`config.mk`:
```
export PLATFORM = sky130hd
export DESIGN_NAME = deadtime_gen
export DESIGN_NICKNAME = d
export VERILOG_FILES = /design/src/rtl/deadtime_gen.sv
export SDC_FILE = /design/constraint.sdc
export NUM_CORES = 1
export LEC_CHECK = 0
export ABC_AREA = 1
export BUFFER_PORTS_ARGS = -buffer_cell sky130_fd_sc_hd__clkbuf_2
export CAP_MARGIN = 25
export CORE_AREA = 2 2 78 80
export CTS_CLUSTER_DIAMETER = 100
export CTS_CLUSTER_SIZE = 24
export DETAILED_ROUTE_END_ITERATION = 12
export DIE_AREA = 0 0 80 82
export SLEW_MARGIN = 20
export SYNTH_ARGS = -nofsm -noshare
export SYNTH_HDL_FRONTEND = slang
export SYNTH_SLANG_ARGS = --single-unit
```
`constraint.sdc`:
```
create_clock -name clk -period 1.6 [get_ports clk]
set_clock_uncertainty 0.05 [all_clocks]
set_input_delay 0.24 -clock clk [delete_from_list [all_inputs] [get_ports clk]]
set_output_delay 0.24 -clock clk [all_outputs]
set_load 0.1 [all_outputs]
```
`src/rtl/deadtime_gen.sv`:
```
// Three-phase complementary gate driver with programmable dead time on every transition,
// global enable and a sticky fault shutdown. All outputs come straight from registers.
module deadtime_gen #(
    parameter int DT_WIDTH = 8
) (
    input  logic                clk,
    input  logic                rstb,
    input  logic                pwmA_in,
    input  logic                pwmB_in,
    input  logic                pwmC_in,
    input  logic [DT_WIDTH-1:0] dead_cycles,
    input  logic                enable,
    input  logic                fault_in,
    input  logic                fault_clr,
    output logic                gateA_hi,
    output logic                gateA_lo,
    output logic                gateB_hi,
    output logic                gateB_lo,
    output logic                gateC_hi,
    output logic                gateC_lo,
    output logic                fault_latched,
    output logic                busy
);

    typedef enum logic [2:0] {
        ST_OFF   = 3'd0,
        ST_LO_ON = 3'd1,
        ST_DT_HI = 3'd2,
        ST_HI_ON = 3'd3,
        ST_DT_LO = 3'd4
    } phase_t;

    logic [2:0]          pwm_s;
    logic [DT_WIDTH-1:0] load_s;
    logic                hold_off_s;
    logic                fault_nxt_s;
    phase_t              state_r     [3];
    phase_t              state_nxt_s [3];
    logic [DT_WIDTH-1:0] cnt_r       [3];
    logic [DT_WIDTH-1:0] cnt_nxt_s   [3];
    logic [2:0]          hi_nxt_s;
    logic [2:0]          lo_nxt_s;
    logic [2:0]          dt_nxt_s;
    logic [2:0]          gate_hi_r;
    logic [2:0]          gate_lo_r;
    logic                fault_r;
    logic                busy_r;

    assign pwm_s = {pwmC_in, pwmB_in, pwmA_in};

    // Dead-time reload value (a zero setting behaves as one cycle) and fault bookkeeping
    always_comb begin
        if (dead_cycles == {DT_WIDTH{1'b0}}) begin
            load_s = {DT_WIDTH{1'b0}};
        end else begin
            load_s = dead_cycles - DT_WIDTH'(1);
        end
        hold_off_s = fault_in | fault_r | ~enable;
        if (fault_in) begin
            fault_nxt_s = 1'b1;
        end else if (fault_clr) begin
            fault_nxt_s = 1'b0;
        end else begin
            fault_nxt_s = fault_r;
        end
    end

    // Per-phase next state; gate levels are decoded from the next state so they register with it
    always_comb begin
        hi_nxt_s = 3'b000;
        lo_nxt_s = 3'b000;
        dt_nxt_s = 3'b000;
        for (int p = 0; p < 3; p++) begin
            state_nxt_s[p] = state_r[p];
            cnt_nxt_s[p]   = {DT_WIDTH{1'b0}};
            if (hold_off_s) begin
                state_nxt_s[p] = ST_OFF;
            end else begin
                case (state_r[p])
                    ST_OFF: state_nxt_s[p] = ST_LO_ON;
                    ST_LO_ON: begin
                        if (pwm_s[p]) begin
                            state_nxt_s[p] = ST_DT_HI;
                            cnt_nxt_s[p]   = load_s;
                        end else begin
                            state_nxt_s[p] = ST_LO_ON;
                        end
                    end
                    ST_DT_HI: begin
                        if (!pwm_s[p]) begin
                            state_nxt_s[p] = ST_LO_ON;
                        end else if (cnt_r[p] == {DT_WIDTH{1'b0}}) begin
                            state_nxt_s[p] = ST_HI_ON;
                        end else begin
                            state_nxt_s[p] = ST_DT_HI;
                            cnt_nxt_s[p]   = cnt_r[p] - DT_WIDTH'(1);
                        end
                    end
                    ST_HI_ON: begin
                        if (!pwm_s[p]) begin
                            state_nxt_s[p] = ST_DT_LO;
                            cnt_nxt_s[p]   = load_s;
                        end else begin
                            state_nxt_s[p] = ST_HI_ON;
                        end
                    end
                    ST_DT_LO: begin
                        if (pwm_s[p]) begin
                            state_nxt_s[p] = ST_HI_ON;
                        end else if (cnt_r[p] == {DT_WIDTH{1'b0}}) begin
                            state_nxt_s[p] = ST_LO_ON;
                        end else begin
                            state_nxt_s[p] = ST_DT_LO;
                            cnt_nxt_s[p]   = cnt_r[p] - DT_WIDTH'(1);
                        end
                    end
                    default: state_nxt_s[p] = ST_OFF;
                endcase
            end
            hi_nxt_s[p] = (state_nxt_s[p] == ST_HI_ON);
            lo_nxt_s[p] = (state_nxt_s[p] == ST_LO_ON);
            dt_nxt_s[p] = (state_nxt_s[p] == ST_DT_HI) || (state_nxt_s[p] == ST_DT_LO);
        end
    end

    // State, counters, gate drives and flags
    always_ff @(posedge clk or negedge rstb) begin
        if (!rstb) begin
            for (int p = 0; p < 3; p++) begin
                state_r[p] <= ST_OFF;
                cnt_r[p]   <= {DT_WIDTH{1'b0}};
            end
            gate_hi_r <= 3'b000;
            gate_lo_r <= 3'b000;
            fault_r   <= 1'b0;
            busy_r    <= 1'b0;
        end else begin
            for (int p = 0; p < 3; p++) begin
                state_r[p] <= state_nxt_s[p];
                cnt_r[p]   <= cnt_nxt_s[p];
            end
            gate_hi_r <= hi_nxt_s;
            gate_lo_r <= lo_nxt_s;
            fault_r   <= fault_nxt_s;
            busy_r    <= |dt_nxt_s;
        end
    end

    assign gateA_hi      = gate_hi_r[0];
    assign gateA_lo      = gate_lo_r[0];
    assign gateB_hi      = gate_hi_r[1];
    assign gateB_lo      = gate_lo_r[1];
    assign gateC_hi      = gate_hi_r[2];
    assign gateC_lo      = gate_lo_r[2];
    assign fault_latched = fault_r;
    assign busy          = busy_r;

endmodule

```
* Word level (Yosys, flattened, before mapping)
Cells that the tools add are included.
** Storage, ports and cells
- Register bits after elaboration :: 41
- Bits of input ports :: 16
- Logic and storage cells :: 101
- Output and inout port bits :: 8
** Operators by class
- Mux-type cells :: 48
- $add $sub $neg :: 4
- Eq/ne operators :: 24
- Bitwise operators :: 3
- Reduce and logical (&&, ||, !) cells :: 12
** Operator list (count)
- 2-to-1 mux 8 bit :: 19
- case mux 8 bit (4 select lines) :: 3
- case mux 3 bit (5 select lines) :: 3
- == test 3 x 2 -> 1 bit, second input constant :: 12
- 2-to-1 mux 3 bit :: 12
- zero test 8 bit :: 4
- subtractor 8 x 1 -> 8 bit, second input constant :: 4
- == test 3 x 1 -> 1 bit, second input constant :: 6
- == test 3 bit, second input constant :: 6
- 2-to-1 mux 2 bit :: 6
- zero test 3 bit :: 3
- 2-to-1 mux 1 bit :: 5
- logical OR 1 bit :: 3
- OR reduction 3 bit :: 1
- bitwise OR 1 bit :: 2
- nonzero test 2 bit :: 1
- NOT 1 bit :: 1

* Longest topological paths before layout
- Depth after elaboration :: 8
- Gate-level depth with buffers :: 11
- Depth with buffers taken out :: 11

* Least setup slack after synthesis
No wires, ideal clock.
- Path kind :: register to register
- Start :: register fault_r (netlist: fault_latched)
- End :: register cnt_r[10] (netlist name)
- Path slack :: -0.188 ns
- Stages on the path, launching flop included :: 5
- Arrival time :: 1.602 ns
- Data required time :: 1.414 ns
- Clock period less this slack :: 1.788 ns
- Setup time :: 0.136 ns
- Path through :: dfrtp_1 nor2_4 inv_1 clkbuf_1 a21oi_1
** RTL lines
- start: declaration :: line 46 : logic fault_r;
- start signal: assignment :: line 144 : fault_r <= fault_nxt_s;
- end signal: indexed assignment :: line 131 : cnt_r[p] <= {DT_WIDTH{1'b0}};
- end signal: indexed assignment :: line 140 : cnt_r[p] <= cnt_nxt_s[p];
- end: declaration :: line 39 : logic [DT_WIDTH-1:0] cnt_r [3];

==> out/results.ini <==
[outcome]
outcome=finished, final reports clean

[drt]
first_pass_iters=4
drc=0
drt_iter0_drc=76
antenna_left=0
post_drt_wl_per_cell_um=11.67
drt_wl_total_um=5475
via_per_inst=4.825
num_vias=2263

[layout]
final_area_mm2=0.003014
multi_input_comb_area_mm2=0.001373
layout-drive-gt1-share_pct=19.54
fin_cells=469
syn_to_final_growth_pct=15.59
nets=417
n_fill_cell=610
final_core_util_pct=52.46
diodes=0
seqCellArea_mm2=0.001027

[global_route]
grt_pass1_wl_um=9246
grt_usage_pct=18.08
busiest_layer=met2
grt_max_degree=26
grtUsageMet3_pct=3.736
grt_use_met2_pct=31.50
met1_usage_pct=23.09
antenna_found_initial=0
grt_overflow=0
grt_pass1_vias=2118

[clock_network]
cts_root_buf=clkbuf_8
clock_sinks=41
cts_tree=built
cts-htree-levels=2
cts_buffers=5
ctsLongestPathBuffers=2
clk-insertion-delay-late_ns=0.30
clk_pin_slew_ns=0.08

[worst_setup_path]
crit_type=register to register
reg2reg_to=cnt_r[7]$_DFF_PN0_
slowest_stage=dfrtp_1
path_cells=inv_1 -> ha_1 -> nor3b_2 -> nand2_2 -> nand2_2 -> o21ai_4 -> nand3_1 -> a21oi_2
arrival_ns=1.67
reg2reg_depth=8
end_kind=register
cp_slowest_stage_delay_ns=0.33
r2r_setup_slack_ns=0.10
crit_top_cell=nand2_2
reg2reg_from=cnt_r[0]$_DFF_PN0_
crit_required_ns=1.77
cp_max_fo=8
startpoint_type=register

[die]
die_area_mm2=0.006560
ios=24
rows=28
coreArea_mm2=0.005746
die_y_um=82
start_util_pct=45.38
die_x_um=80

[sta]
min_period_ns=1.498
finalCritPeriodShare_pct=93.60
setup_slack_ns=0.1024
finalHoldViolations=0
drv_slew=0
clock.fmax_mhz=667.7
grt_setup_unrepaired=true
worstMarginPinSlew_ns=0.5442
setup_viol=0
slew_headroom_pct=63.88
hold_ws_ns=0.06791

[synth]
syn-num-nets=383
synth_cells=359
synth.avg_cell_area_um2=7.263
yosysWarnings=0
async_flop_share_pct=100.0
synth_edf_count=0
ys_types=28
synthesis.area_mm2=0.002608
ys.flop_type=dfrtp_1
synth-seq-cells=41
yosysSeqAreaShare_pct=39.35

[worst_hold_path]
hp-class=input port to register
hp-start=fault_clr
whs_path_depth=2
hold_path_end=fault_latched$_DFFE_PN0P_

[power_and_ir_drop]
power_density_mw_per_mm2=661.3
p_leak_uw=0.001528
max-vdd-ir-drop_mv=0.5692

[place]
dp_hpwl_um=4264
dpl_cell_area_mm2=0.002851
dp_cells=459
dp_slack_ns=0.01037
port_buffers=23
routabilityCongestion=0.8484

[run]
max_cap_viol_count=0

## power breakdown
| part | total [uW] | leakage [uW] | switching [uW] | internal [uW] |
|---|---|---|---|---|
| registers | 1050 | 0.000567 | 7.27 | 1040 |
| clock network | 748 | 0.0000542 | 358 | 390 |
| logic | 194 | 0.000907 | 142 | 51.8 |
## cell usage after synthesis (all sizes together), types with 2 or more instances
cell type | count | share of area (%)
dfrtp | 41 | 39
xor2 | 16 | 5.4
nand2 | 100 | 15
inv | 65 | 9.4
a21oi | 25 | 4.8
ha | 8 | 3.8
o21ai | 11 | 2.8
nor2 | 33 | 5.6
nand4 | 16 | 3.8
nand3 | 34 | 7.1
nor3 | 2 | 0.38
## per-stage QoR
stage / total power [uW] / setup TNS [ns]
2_1_floorplan: 1184 / 0
3_3_place_gp: 1262 / 0
3_5_place_dp: 1263 / 0
4_1_cts: 2020 / 0
5_1_grt: 2082 / -0.03337
6_report: 1993 / 0
## cells by family after synthesis
group / Yosys count / share of synthesized area (%)
flip-flops: 41 / 39.35
XOR/XNOR: 16 / 5.374
AO/OA/AOI/OAI: 39 / 8.973
buffers and inverters: 67 / 9.693
AND/OR/NAND/NOR: 188 / 32.77
adder cells (fa/ha/maj): 8 / 3.839
## layout make-up
cell class                 count  share of cell area, %
inverter                      65                  8.095
sequential                    41                  34.08
multi-input combinational    251                  45.54
clock inverter                 1                 0.1660
clock buffer                   7                  3.196
timing repair buffer          29                  5.812
tap                           75                  3.113
## layout by cell type (no fill, tap or decap), types with 7 or more instances in the layout
cell and n:
nand3_1 30, o21ai_0 7, nand2_1 91, xor2_1 16, inv_2 11, nor2_1 24, a21oi_1 24, inv_1 54
dfrtp_1 40, nor2_2 7, clkbuf_2 23, nand2_2 8, clkbuf_8 7, ha_1 8, nand4_1 16
## worst max-delay path, delay by kind of cell (launching register included)
kind                     cells  cell delay (ns)
flip-flops                   1             0.33
AND/OR/NAND/NOR              4             0.43
adder cells (fa/ha/maj)      1             0.18
AO/OA/AOI/OAI                2             0.38
buffers and inverters        1             0.05
## metal layers
metal	up-vias	share of wire [%]
met5	-	0
met2	23	48
met1	1027	48
met3	5	2.8
li1	1208	-
met4	0	0.97
## worst max path at each step
stage	cells past startpoint	end	from
5_1_grt	11	busy$_DFF_PN0_	cnt_r[16]$_DFF_PN0_
6_report	8	cnt_r[7]$_DFF_PN0_	cnt_r[0]$_DFF_PN0_
2_1_floorplan	4	cnt_r[10]$_DFF_PN0_	fault_latched$_DFFE_PN0P_
3_3_place_gp	10	busy$_DFF_PN0_	cnt_r[1]$_DFF_PN0_
3_5_place_dp	10	busy$_DFF_PN0_	cnt_r[1]$_DFF_PN0_
4_1_cts	10	busy$_DFF_PN0_	cnt_r[1]$_DFF_PN0_
## registers in the layout, indices dropped and copies added (netlist names)
register and flops:
cnt_r 24, state_r 9, gate_hi_r 3, gate_lo_r 3
busy 1, fault_latched 1
## timing repair
item,in CTS,in global routing
endpoints found under the hold margin,16,0
setup endpoints to repair,0,24
hold buffers,1,0
buffers inserted,0,1
resized for setup,0,16
Note: power is estimated with default switching activity, not from simulation.
